## src/rtl/add12_operand_stage.sv

```systemverilog
// add12_operand_stage: handshaked operand/result register stages around a 12-bit adder with running accumulator
module add12_operand_stage #(
    parameter int W = 12
) (
    input  logic             clk,
    input  logic             rst,
    input  logic             in_valid,
    output logic             in_ready,
    input  logic [W-1:0]     in_a,
    input  logic [W-1:0]     in_b,
    input  logic             in_acc,
    output logic [2*W-1:0]   adder_in,
    input  logic [W:0]       adder_out,
    output logic             res_valid,
    input  logic             res_ready,
    output logic [W:0]       res_sum,
    output logic             ovf,
    input  logic             ovf_clr
);
    logic           op_v;
    logic           op_adv;
    logic           accept;
    logic [W-1:0]   acc;
    logic [W-1:0]   bsel;
    logic [2*W-1:0] inter;

    assign op_adv   = op_v & (!res_valid | res_ready);
    assign in_ready = !op_v | op_adv;
    assign accept   = in_valid & in_ready;
    // forward the in-flight sum so back-to-back accumulate ops need no bubble
    assign bsel     = in_acc ? (op_adv ? adder_out[W-1:0] : acc) : in_b;

    for (genvar i = 0; i < W; i++) begin : g_ilv
        assign inter[2*i]   = in_a[i];
        assign inter[2*i+1] = bsel[i];
    end

    always_ff @(posedge clk) begin
        if (rst) begin
            op_v      <= 1'b0;
            adder_in  <= '0;
            res_valid <= 1'b0;
            res_sum   <= '0;
            acc       <= '0;
            ovf       <= 1'b0;
        end else begin
            if (accept) begin
                op_v     <= 1'b1;
                adder_in <= inter;
            end else if (op_adv) begin
                op_v <= 1'b0;
            end
            if (op_adv) begin
                res_sum   <= adder_out;
                res_valid <= 1'b1;
                acc       <= adder_out[W-1:0];
            end else if (res_valid & res_ready) begin
                res_valid <= 1'b0;
            end
            if (op_adv & adder_out[W]) ovf <= 1'b1;
            else if (ovf_clr) ovf <= 1'b0;
        end
    end
endmodule

```

## config.mk

```make
export PLATFORM = sky130hd
export DESIGN_NAME = add12_operand_stage
export DESIGN_NICKNAME = d
export VERILOG_FILES = /design/src/rtl/add12_operand_stage.sv
export SDC_FILE = /design/constraint.sdc
export NUM_CORES = 1
export LEC_CHECK = 0
export ABC_AREA = 0
export BUFFER_PORTS_ARGS = -buffer_cell sky130_fd_sc_hd__buf_4
export CORE_ASPECT_RATIO = 0.7
export CORE_MARGIN = 10
export CORE_UTILIZATION = 49
export CTS_BUF_LIST = sky130_fd_sc_hd__clkbuf_2 sky130_fd_sc_hd__clkbuf_4 sky130_fd_sc_hd__clkbuf_8
export DETAILED_ROUTE_END_ITERATION = 8
export PLACE_DENSITY = 0.81
export REMOVE_ABC_BUFFERS = 1
export SYNTH_ARGS = -nofsm -noshare
export SYNTH_HDL_FRONTEND = slang
export SYNTH_SLANG_ARGS = --single-unit
```

## constraint.sdc

```tcl
create_clock -name clk -period 1.7 [get_ports clk]
set_input_delay 0.085 -clock clk [delete_from_list [all_inputs] [get_ports clk]]
set_output_delay 0.085 -clock clk [all_outputs]
set_load 0.02 [all_outputs]
```

---- Word-level counts from Yosys, hierarchy flattened ----
Cells that the tools add are included.
operators by class
  muxes and demuxes ....................... 8
  bitwise operators ....................... 6
  reductions and logical operators ........ 5
operator list
  operator            number
  $mux W12            2
  $mux W1             6
  $reduce_bool A2 Y1  3
  $and A1 B1 Y1       4
  $logic_not A1 Y1    2
  $or A1 B1 Y1        2
storage, ports and cells
  register bits ........................... 52
  bits of input ports ..................... 43
  output and inout bits ................... 40
  word-level logic and storage cells ...... 25

---- Depth between registers and ports, before layout ----
Gate-level depths: netlist of the first run.
  depth after elaboration ................. 6
  mapped depth ............................ 6
  gate-level depth less buffers ........... 4

---- Least setup slack after synthesis of the first run ----
Ideal clock, no wire load.
  kind .................................... register -> register
  from .................................... reg res_valid
  to ...................................... reg adder_in[17]
  setup time .............................. 127 ps
  arrival ................................. 1,283 ps
  data required time ...................... 1,573 ps
  path slack .............................. 290 ps
  stages on the path, launching flop included .. 6
  buffers on the path ..................... 1
  period minus slack after synthesis ...... 1,410 ps
  cells stage by stage .................... dfxtp_1 -> nand2b_1 -> nand2_2 -> buf_4 -> mux2i_1 -> o211ai_1
between the ends
  cells in the longest elaborated chain, start to end .. 5
  elaborated cells between the ends (all ways) .. 7
  classes of those cells .................. mux (2); bitwise (4); reduce/logical (1)
RTL lines
  item                                       RTL line  source
  start: declaration                         14        output logic res_valid,
  start signal: assignment                   42        res_valid <= 1'b0;
  start signal: assignment                   55        res_valid <= 1'b1;
  start signal: assignment                   58        res_valid <= 1'b0;
  $logic_not A1 Y1 *                         27        assign op_adv = op_v & (!res_valid | res_ready);
  $or A1 B1 Y1 *                             27
  $and A1 B1 Y1 *                            27
  $mux W12 or $or A1 B1 Y1 (tied branches)   n/a
  $mux W12 or $and A1 B1 Y1 (tied branches)  31, 29
  end signal: assignment                     49        adder_in <= inter;
  end: declaration                           12        output logic [2*W-1:0] adder_in,
Every way passes the cells marked *; elsewhere a longest branch is shown, timed or not.
A chain may end at the register's enable or synchronous reset.

---- Worst setup path after layout of the first run ----
  from .................................... reg res_valid
  to ...................................... reg adder_in[3]
The elaborated chain is that of the path after synthesis.

==> results of run 1 <==
[per-layer routing]
metal / share of wire / vias to the layer above / global-route usage
met1: 0.44 / 827 / 0.177
met5: 0 / - / 0
li1: - / 898 / -
met2: 0.45 / 58 / 0.229
met4: 0.0049 / 0 / 0.0338
met3: 0.10 / 4 / 0.0722
[power breakdown]
part | switching, mW | leakage, nW | internal (mW) | total, mW
Clock | 0.368 | 0.0445 | 0.297 | 0.665
Combinational | 0.214 | 0.764 | 0.192 | 0.406
Sequential | 0.0340 | 0.426 | 1.28 | 1.32
Total | 0.616 | 1.23 | 1.77 | 2.39
[sequential cells by signal (all words and copies together) (netlist names)]
register   flops
acc           12
adder_in      24
op_v           1
ovf            1
res_sum       13
res_valid      1
[worst max path at each step]
stage                      startpoint                        end
2_1_floorplan  res_valid$_SDFFE_PP0P_  adder_in[11]$_SDFFE_PP0P_
3_3_place_gp   res_valid$_SDFFE_PP0P_  adder_in[23]$_SDFFE_PP0P_
3_5_place_dp   res_valid$_SDFFE_PP0P_   adder_in[3]$_SDFFE_PP0P_
4_1_cts        res_valid$_SDFFE_PP0P_   adder_in[3]$_SDFFE_PP0P_
5_1_grt        res_valid$_SDFFE_PP0P_   adder_in[3]$_SDFFE_PP0P_
6_report       res_valid$_SDFFE_PP0P_   adder_in[3]$_SDFFE_PP0P_
[stage by stage]
| stage | power (mW) | setup slack [ns] | hold WS, ns | util |
|---|---|---|---|---|
| 2_1_floorplan | 1.53 | 0.131 | 0.154 | - |
| 3_3_place_gp | 1.74 | 0.203 | 0.333 | 0.672 |
| 3_5_place_dp | 1.75 | 0.0654 | 0.341 | 0.672 |
| 4_1_cts | 2.41 | 0.0505 | 0.0211 | 0.693 |
| 5_1_grt | 2.49 | 0.0796 | 0.0285 | 0.694 |
| 6_report | 2.39 | 0.189 | 0.0305 | 0.694 |
[cells in the final DEF, fill, tap and decap left out, types with 2 or more instances in the layout]
master,netlist,routed
a21oi_1,27,27
buf_4,1,84
clkbuf_8,0,5
dfxtp_1,52,52
mux2i_1,12,12
nand2_1,50,50
nand2b_1,2,2
nand3b_1,13,13
nor2_1,14,14
o211ai_1,12,12
or4b_1,12,12
[layout make-up]
cell class / instances / area share
clock buffers: 6 / 0.0280
clock inverters: 1 / 0.00184
inverters: 1 / 0.00138
multi-input cells: 148 / 0.324
flip-flops and latches: 52 / 0.382
well taps: 52 / 0.0239
repair buffers: 85 / 0.239
[worst max-delay path: cells and delay by family, from the launching register on]
family,cells,cell delay [ns]
buffers and inverters,1,0.21
AO/OA/AOI/OAI,2,0.53
AND/OR/NAND/NOR,2,0.32
flip-flops,1,0.37
[synth_stat cells]
cell	number	share of area
dfxtp_1	52	0.52
mux2i_1	12	0.060
buf_4	1	0.0038
a21oi_2	1	0.0044
buf_2	6	0.015
nor2b_1	1	0.0031
and2_1	1	0.0031
or4b_1	12	0.060
nand2b_1	2	0.0063
a21oi_1	27	0.068
o211ai_1	12	0.045
nand3b_1	13	0.049
inv_1	1	0.0019
nand2_2	1	0.0031
buf_6	1	0.0056
nand2_4	1	0.0056
nand2_1	50	0.094
nor2_1	14	0.026
nand3b_4	1	0.010
clkbuf_1	8	0.015
[logic make-up (layout without fill, tap and decap cells)]
kind of cell	Yosys count	in the layout	share of synthesized area
buffers and inverters	17	93	0.0413
DFF	52	52	0.521
and+or+nand+nor	96	96	0.260
muxes	12	12	0.0601
AOI/OAI and AO/OA	40	40	0.117
==> run_results.csv, run 1 <==
group,metric,value,unit
route,drc_errors,0,
clock_tree,clock_latency,0.29,ns
route,first_pass_iters,4,
final_layout,drive_gt1_frac,0.328,
final_layout,stdcell_count,345,
outcome,status,"complete, no violations",
final_layout,nFillCells,349,
sta,tightest_slew,0.572,ns
route,wl_per_cell,15.4,µm
route,drtIter0Drc,72,
logic_synthesis,syn_area,0.00200,mm²
clock_tree,clkTransAtPathRegs,0.08,ns
sta,maxSlewViolCount,0,
final_layout,final_nets,336,
pwr,irDropWorstVdd,707,µV
logic_synthesis,ys_types,20,
logic_synthesis,ys_seq_area_frac,0.521,
global_routing,grt_pass1_vias,1698,
final_layout,regArea,0.00104,mm²
run,maxCapViolations,0,
worst_setup_path,worstRegToRegCells,5,
worst_hold_path,hold_class,"in -> reg",
place,post-place-cells,338,
sta,rsz0062_at_grt,"false",
sta,setup_viol,0,
worst_setup_path,required,1.92,ns
final_layout,area_growth_syn_to_layout,36.3,%
clock_tree,hold_buffers,0,
global_routing,grt.total_usage,0.146,
sta,period_share,0.889,
logic_synthesis,synthCells,217,
route,drt_wl_total,5320,µm
clock_tree,cts_num_sinks,52,
worst_setup_path,critical-path-max-stage-delay,0.37,ns
place,place_area,0.00264,mm²
worst_setup_path,regToRegEndpoint,"adder_in[3]$_SDFFE_PP0P_",
worst_setup_path,critPathMaxFanout,13,
worst_hold_path,min-delay-start,"in_a[5]",
pwr,pwr_density_cell,877,mW/mm²
worst_setup_path,cp_slowest_cell,"dfxtp_1",
sta,tns,0,ns
floorplanning,num_rows,19,
place,place_congestion,0.732,
clock_tree,cts_tree,"yes",
worst_setup_path,start_kind,"flop",
worst_setup_path,r2r_slack,0.19,ns
worst_setup_path,crit_chain,"nor2b_1 -> a21oi_4 -> nand3b_1 -> buf_4 -> o211ai_1",
final_layout,multi_input_area,882,µm²
pwr,p_leak,1.23,nW
sta,fin_crit,1.51,ns
sta,fmaxAchievable,662,MHz
worst_setup_path,crit_arrival,1.73,ns
floorplanning,start_util,0.509,
global_routing,grt_max_degree,66,
floorplanning,die_y,73.4,µm
clock_tree,cts_resized,0,
worst_hold_path,hold_path_depth,3,
worst_setup_path,crit_type,"reg -> reg",
worst_hold_path,holdPathEnd,"adder_in[10]$_SDFFE_PP0P_",
final_layout,antennaDiodeCount,0,
worst_setup_path,end_kind,"flop",
sta,finClkSkew,0.00355,ns
floorplanning,core,0.00392,mm²
logic_synthesis,avgSynthCellArea,9.21,µm²
clock_tree,numCtsBuffers,5,
route,num_vias,1787,
logic_synthesis,synth_warnings,0,
global_routing,grt_pass1_wl,8310,µm
route,drtAntennaViolNets,0,
clock_tree,cts_setup_buffers,0,
sta,relSlewSlack,0.619,
clock_tree,ctsRootBufferMaster,"clkbuf_8",
global_routing,grt-ovfl-total,0,
sta,hold_violations,0,
place,io_buffers,82,
place,dpl.hpwl,3910,µm
floorplanning,die_area,0.00707,mm²
worst_setup_path,r2r-start,"res_valid$_SDFFE_PP0P_",
logic_synthesis,ys_ff_latch,52,
global_routing,antenna_found_initial,0,
route,via_per_inst,5.18,
clock_tree,clock_path_buffers,2,
clock_tree,htreeDepth,2,
final_layout,fin_area,0.00272,mm²
floorplanning,die_x,96.3,µm
floorplanning,ios,83,
Power figures use the tool's default switching activity.
==> inputs of run 2 (changes only) <==
CAP_MARGIN = 0   (was default)
REMOVE_ABC_BUFFERS = default   (was 1)
==> run_results.csv, run 2 (same netlist as run 1, synthesis figures left out) <==
group,metric,value,unit
final_layout,final_cell_mix,"buf_4 (86), dfxtp_1 (52), nand2_1 (50)",
sta,setup_viol,0,
route,first_pass_iters,4,
worst_setup_path,worstRegToRegCells,4,
place,dpl.hpwl,4040,µm
worst_setup_path,required,1.89,ns
clock_tree,clock_latency,0.30,ns
final_layout,utilization,0.713,
final_layout,nFillCells,332,
worst_setup_path,crit_chain,"nand2b_1 -> nand2_2 -> mux2i_1 -> o211ai_1",
final_layout,final_nets,337,
worst_setup_path,crit_path_end,"adder_in[19]$_SDFFE_PP0P_",
sta,fmaxAchievable,678,MHz
route,wl_per_cell,15.9,µm
global_routing,grt.total_usage,0.154,
pwr,irDropWorstVdd,731,µV
floorplanning,die_x,96.3,µm
route,drc_errors,0,
final_layout,area_growth_syn_to_layout,39.9,%
place,place_congestion,0.754,
sta,fin_crit,1.47,ns
sta,tightest_slew,0.573,ns
floorplanning,num_rows,19,
worst_setup_path,end_kind,"flop",
floorplanning,start_util,0.509,
route,drtIter0Drc,116,
worst_setup_path,critPathMaxFanout,15,
worst_hold_path,hold_class,"in -> reg",
clock_tree,cts_tree,"yes",
worst_setup_path,r2r_slack,0.23,ns
sta,maxSlewViolCount,0,
final_layout,antennaDiodeCount,0,
floorplanning,core,0.00392,mm²
worst_setup_path,regToRegEndpoint,"adder_in[19]$_SDFFE_PP0P_",
route,drt_wl_total,5510,µm
clock_tree,clock_path_buffers,2,
final_layout,largest_reg_flops,24,
clock_tree,cts_setup_buffers,0,
clock_tree,clkTransAtPathRegs,0.09,ns
final_layout,max_flop_register,"adder_in",
worst_setup_path,cp_slowest_cell,"dfxtp_1",
worst_setup_path,crit_type,"reg -> reg",
final_layout,largestRegisters,"adder_in x24, res_sum x13, acc x12",
global_routing,grt_max_degree,66,
run,maxCapViolations,0,
sta,relSlewSlack,0.618,
worst_setup_path,start_kind,"flop",
pwr,pwr_density_cell,1030,mW/mm²
clock_tree,ctsRootBufferMaster,"clkbuf_8",
logic_synthesis,syn-num-nets,260,
place,io_buffers,82,
worst_setup_path,r2r-start,"res_valid$_SDFFE_PP0P_",
clock_tree,cts_num_sinks,52,
outcome,status,"complete, no violations",
worst_setup_path,critical-path-max-stage-delay,0.41,ns
sta,tns,0,ns
floorplanning,die_y,73.4,µm
clock_tree,numCtsBuffers,5,
global_routing,grt_pass1_wl,8670,µm
final_layout,drive_gt1_frac,0.332,
clock_tree,hold_buffers,0,
sta,period_share,0.867,
route,num_vias,1791,
route,via_per_inst,5.16,
sta,rsz0062_at_grt,"false",
global_routing,antenna_found_initial,0,
floorplanning,die_area,0.00707,mm²
global_routing,grt_pass1_vias,1748,
sta,finClkSkew,0.00451,ns
clock_tree,htreeDepth,2,
final_layout,layout_commonest_cell,"buf_4",
route,drtAntennaViolNets,0,
pwr,p_leak,1.27,nW
floorplanning,ios,83,
clock_tree,cts_resized,0,
worst_setup_path,crit_cells,4,
worst_setup_path,crit_start,"res_valid$_SDFFE_PP0P_",
worst_setup_path,crit_arrival,1.67,ns
sta,hold_violations,0,
global_routing,grt-ovfl-total,0,
worst_setup_path,crit_family,"simple AND/OR/NAND/NOR gates",
worst_setup_path,crit_buf_inv,0,
-- run 2: changes by cell type in the layout (fill, tap and decap cells not counted), sizes merged --
| cell | before | now |
|---|---|---|
| bufinv | 0 | 3 |
| buf | 85 | 86 |
| clkbuf | 6 | 5 |
| clkinv | 1 | 0 |
-- run 2: worst min-delay path: stages --
cell and delay, ns:
buf_4 0.11, nand2_1 0.04, a21oi_1 0.05
-- run 2: power by group --
group	leakage [nW]	internal (mW)	switching, mW	total (mW)
clock	0.0784	0.736	0.406	1.14
combinational	0.763	0.190	0.220	0.410
sequential	0.426	1.28	0.0332	1.32
total	1.27	2.21	0.659	2.87
-- run 2: per-layer routing --
metal  wire (µm)  global-route usage
met5           0                   0
met4          42              0.0434
met3         583              0.0661
met2        2430               0.232
met1        2460               0.197
-- run 2: area by class of cell --
| class | count | area (µm²) | share of cell area |
|---|---|---|---|
| Clock buffer | 5 | 68.8 | 0.0246 |
| Sequential cell | 52 | 1040 | 0.372 |
| Multi-Input combinational cell | 148 | 882 | 0.315 |
| Clock inverter | 3 | 90.1 | 0.0322 |
| Timing Repair Buffer | 86 | 646 | 0.231 |
| Tap cell | 52 | 65.1 | 0.0233 |
| Inverter | 1 | 3.75 | 0.00134 |
-- run 2: worst min-delay path by stage --
| stage | from | endpoint | slack (ns) | depth (start not counted) |
|---|---|---|---|---|
| 3_5_place_dp | in_a[3] | adder_in[6]$_SDFFE_PP0P_ | 0.34 | 3 |
| 3_3_place_gp | in_a[0] | adder_in[0]$_SDFFE_PP0P_ | 0.34 | 3 |
| 4_1_cts | in_a[3] | adder_in[6]$_SDFFE_PP0P_ | 0.01 | 3 |
| 5_1_grt | in_a[3] | adder_in[6]$_SDFFE_PP0P_ | 0.02 | 3 |
| 6_report | in_a[3] | adder_in[6]$_SDFFE_PP0P_ | 0.02 | 3 |
| 2_1_floorplan | in_a[5] | adder_in[10]$_SDFFE_PP0P_ | 0.22 | 2 |
-- run 2: per-stage QoR --
| stage | hold slack, ns | std cells | worst slack, ns | area, µm² | total power, mW |
|---|---|---|---|---|---|
| final | 0.0242 | 347 | 0.226 | 2800 | 2.87 |
| after global placement | 0.336 | 339 | 0.195 | 2630 | 1.75 |
| after CTS | 0.0137 | 347 | 0.142 | 2790 | 2.88 |
| after detailed placement | 0.343 | 339 | 0.166 | 2630 | 1.76 |
| after floorplan | 0.221 | 217 | 0.290 | 2000 | 1.56 |
| after global routing | 0.0193 | 347 | 0.121 | 2800 | 2.96 |
==> inputs of run 3 (changes only) <==
HOLD_SLACK_MARGIN = 0.1   (was default)
==> run_results.csv, run 3 (same netlist as run 1, synthesis figures left out) <==
group,metric,value,unit
final_layout,largestRegisters,"adder_in x24, res_sum x13, acc x12",
worst_setup_path,crit_chain,"and2_2 -> nand2_1 -> a21oi_1 -> dlygate4sd3_1",
route,drtAntennaViolNets,0,
route,drtIter0Drc,118,
worst_setup_path,end_kind,"flop",
route,via_per_inst,5.12,
run,maxCapViolations,0,
final_layout,final_nets,365,
worst_setup_path,crit_arrival,1.88,ns
sta,tns,0,ns
clock_tree,clkTransAtPathRegs,0.09,ns
clock_tree,ctsRootBufferMaster,"clkbuf_8",
worst_hold_path,hold_path_depth,3,
place,dpl.hpwl,4040,µm
place,place_congestion,0.754,
clock_tree,htreeDepth,2,
worst_hold_path,hold_class,"in -> reg",
place,place_area,0.00263,mm²
worst_hold_path,holdPathEnd,"op_v$_SDFFE_PP0P_",
worst_setup_path,critPathMaxFanout,7,
worst_setup_path,r2r-start,"op_v$_SDFFE_PP0P_",
worst_setup_path,regToRegEndpoint,"ovf$_SDFFE_PP0P_",
global_routing,grt-ovfl-total,0,
floorplanning,die_y,73.4,µm
clock_tree,cts_num_sinks,52,
worst_setup_path,r2r_slack,0.08,ns
sta,tightest_slew,0.591,ns
global_routing,grt_pass1_wl,9470,µm
clock_tree,clock_latency,0.30,ns
clock_tree,cts_tree,"yes",
sta,fin_crit,1.62,ns
final_layout,max_flop_register,"adder_in",
final_layout,drive_gt1_frac,0.310,
global_routing,grt_max_degree,66,
global_routing,antenna_found_initial,0,
floorplanning,die_area,0.00707,mm²
route,wl_per_cell,15.9,µm
route,wl_met1,2590,µm
final_layout,area_growth_syn_to_layout,54.1,%
worst_setup_path,start_kind,"flop",
clock_tree,clock_path_buffers,2,
sta,rsz0062_at_grt,"false",
place,io_buffers,82,
final_layout,utilization,0.785,
sta,relSlewSlack,0.606,
route,drt_wl_total,5980,µm
worst_setup_path,cp_slowest_cell,"dlygate4sd3_1",
pwr,p_leak,1.39,nW
route,dr_wl_met3,536,µm
route,num_vias,1921,
worst_setup_path,critical-path-max-stage-delay,0.55,ns
route,drc_errors,0,
worst_setup_path,required,1.95,ns
route,first_pass_iters,4,
global_routing,grt.total_usage,0.168,
pwr,pwr_density_cell,951,mW/mm²
final_layout,nFillCells,282,
sta,maxSlewViolCount,0,
sta,holdWs,0.132,ns
final_layout,largest_reg_flops,24,
pwr,irDropWorstVdd,739,µV
route,topRoutingLayerUsed,"met4",
worst_hold_path,min-delay-start,"res_ready",
final_layout,layout_commonest_cell,"buf_4",
sta,setup_viol,0,
clock_tree,numCtsBuffers,5,
worst_setup_path,worstRegToRegCells,4,
sta,hold_violations,0,
final_layout,final_cell_mix,"buf_4 (86), dfxtp_1 (51), nand2_1 (50)",
final_layout,antennaDiodeCount,0,
floorplanning,ios,83,
logic_synthesis,syn-num-nets,260,
global_routing,grt_pass1_vias,1897,
sta,finClkSkew,0.00302,ns
worst_setup_path,crit_type,"reg -> reg",
sta,period_share,0.954,
final_layout,stdcell_count,375,
floorplanning,start_util,0.509,
floorplanning,num_rows,19,
floorplanning,die_x,96.3,µm
outcome,status,"complete, no violations",
floorplanning,core,0.00392,mm²
final_layout,fin_area,0.00308,mm²
sta,fmaxAchievable,617,MHz
route,wl_met2,2780,µm
place,post-place-cells,339,
run 3: cell types whose count changed in the layout (fill, tap and decap cells not counted):
cell	delta
dlygate4sd3_1	+28
dfxtp_2	+1
dfxtp_1	-1
and2_2	+1
and2_1	-1
run 3: metal layers:
layer | GRT usage | vias to the layer above
met4 | 0.0498 | 0
met2 | 0.269 | 68
met5 | 0 | -
li1 | - | 951
met3 | 0.0631 | 7
met1 | 0.207 | 895
run 3: report_power, final:
part	internal (mW)	switching [mW]
Sequential	1.28	0.0338
Clock	0.736	0.410
Combinational	0.232	0.233
Total	2.25	0.677
run 3: per-stage QoR:
step / setup WS (ns) / power [mW]
final: 0.0781 / 2.93
after global routing: 0.0127 / 3.02
after CTS: 0.0323 / 2.93
after detailed placement: 0.166 / 1.76
after global placement: 0.195 / 1.75
after floorplan: 0.290 / 1.56
run 3: critical path: cells and delay by family (launching register included):
family                 cells  cell delay [ns]
AOI/OAI and AO/OA          1             0.12
buffers and inverters      1             0.55
DFF                        1             0.50
and+or+nand+nor            2             0.41
run 3: worst max-delay path by stage:
stage	start	slack [ns]	cells after the start	end
finish	op_v$_SDFFE_PP0P_	0.08	4	ovf$_SDFFE_PP0P_
global placement	res_valid$_SDFFE_PP0P_	0.20	5	adder_in[23]$_SDFFE_PP0P_
global route	op_v$_SDFFE_PP0P_	0.01	4	ovf$_SDFFE_PP0P_
detailed placement	res_valid$_SDFFE_PP0P_	0.17	5	adder_in[15]$_SDFFE_PP0P_
CTS	op_v$_SDFFE_PP0P_	0.03	4	ovf$_SDFFE_PP0P_
floorplan	res_valid$_SDFFE_PP0P_	0.29	5	adder_in[17]$_SDFFE_PP0P_
run 3: layout make-up:
type | instances | area, µm² | share of cell area
multi-input cells | 148 | 883 | 0.287
inverters | 1 | 3.75 | 0.00122
clock buffers | 5 | 68.8 | 0.0223
well taps | 52 | 65.1 | 0.0211
clock inverters | 3 | 90.1 | 0.0293
flip-flops and latches | 52 | 1040 | 0.338
repair buffers | 114 | 926 | 0.301
run 3: repair_timing:
item / in CTS / in global routing
setup endpoints to repair: 0 / 10
buffers inserted: 0 / 0
hold buffers: 28 / 0
endpoints found under the hold margin: 39 / 0
gates resized for setup: 0 / 3
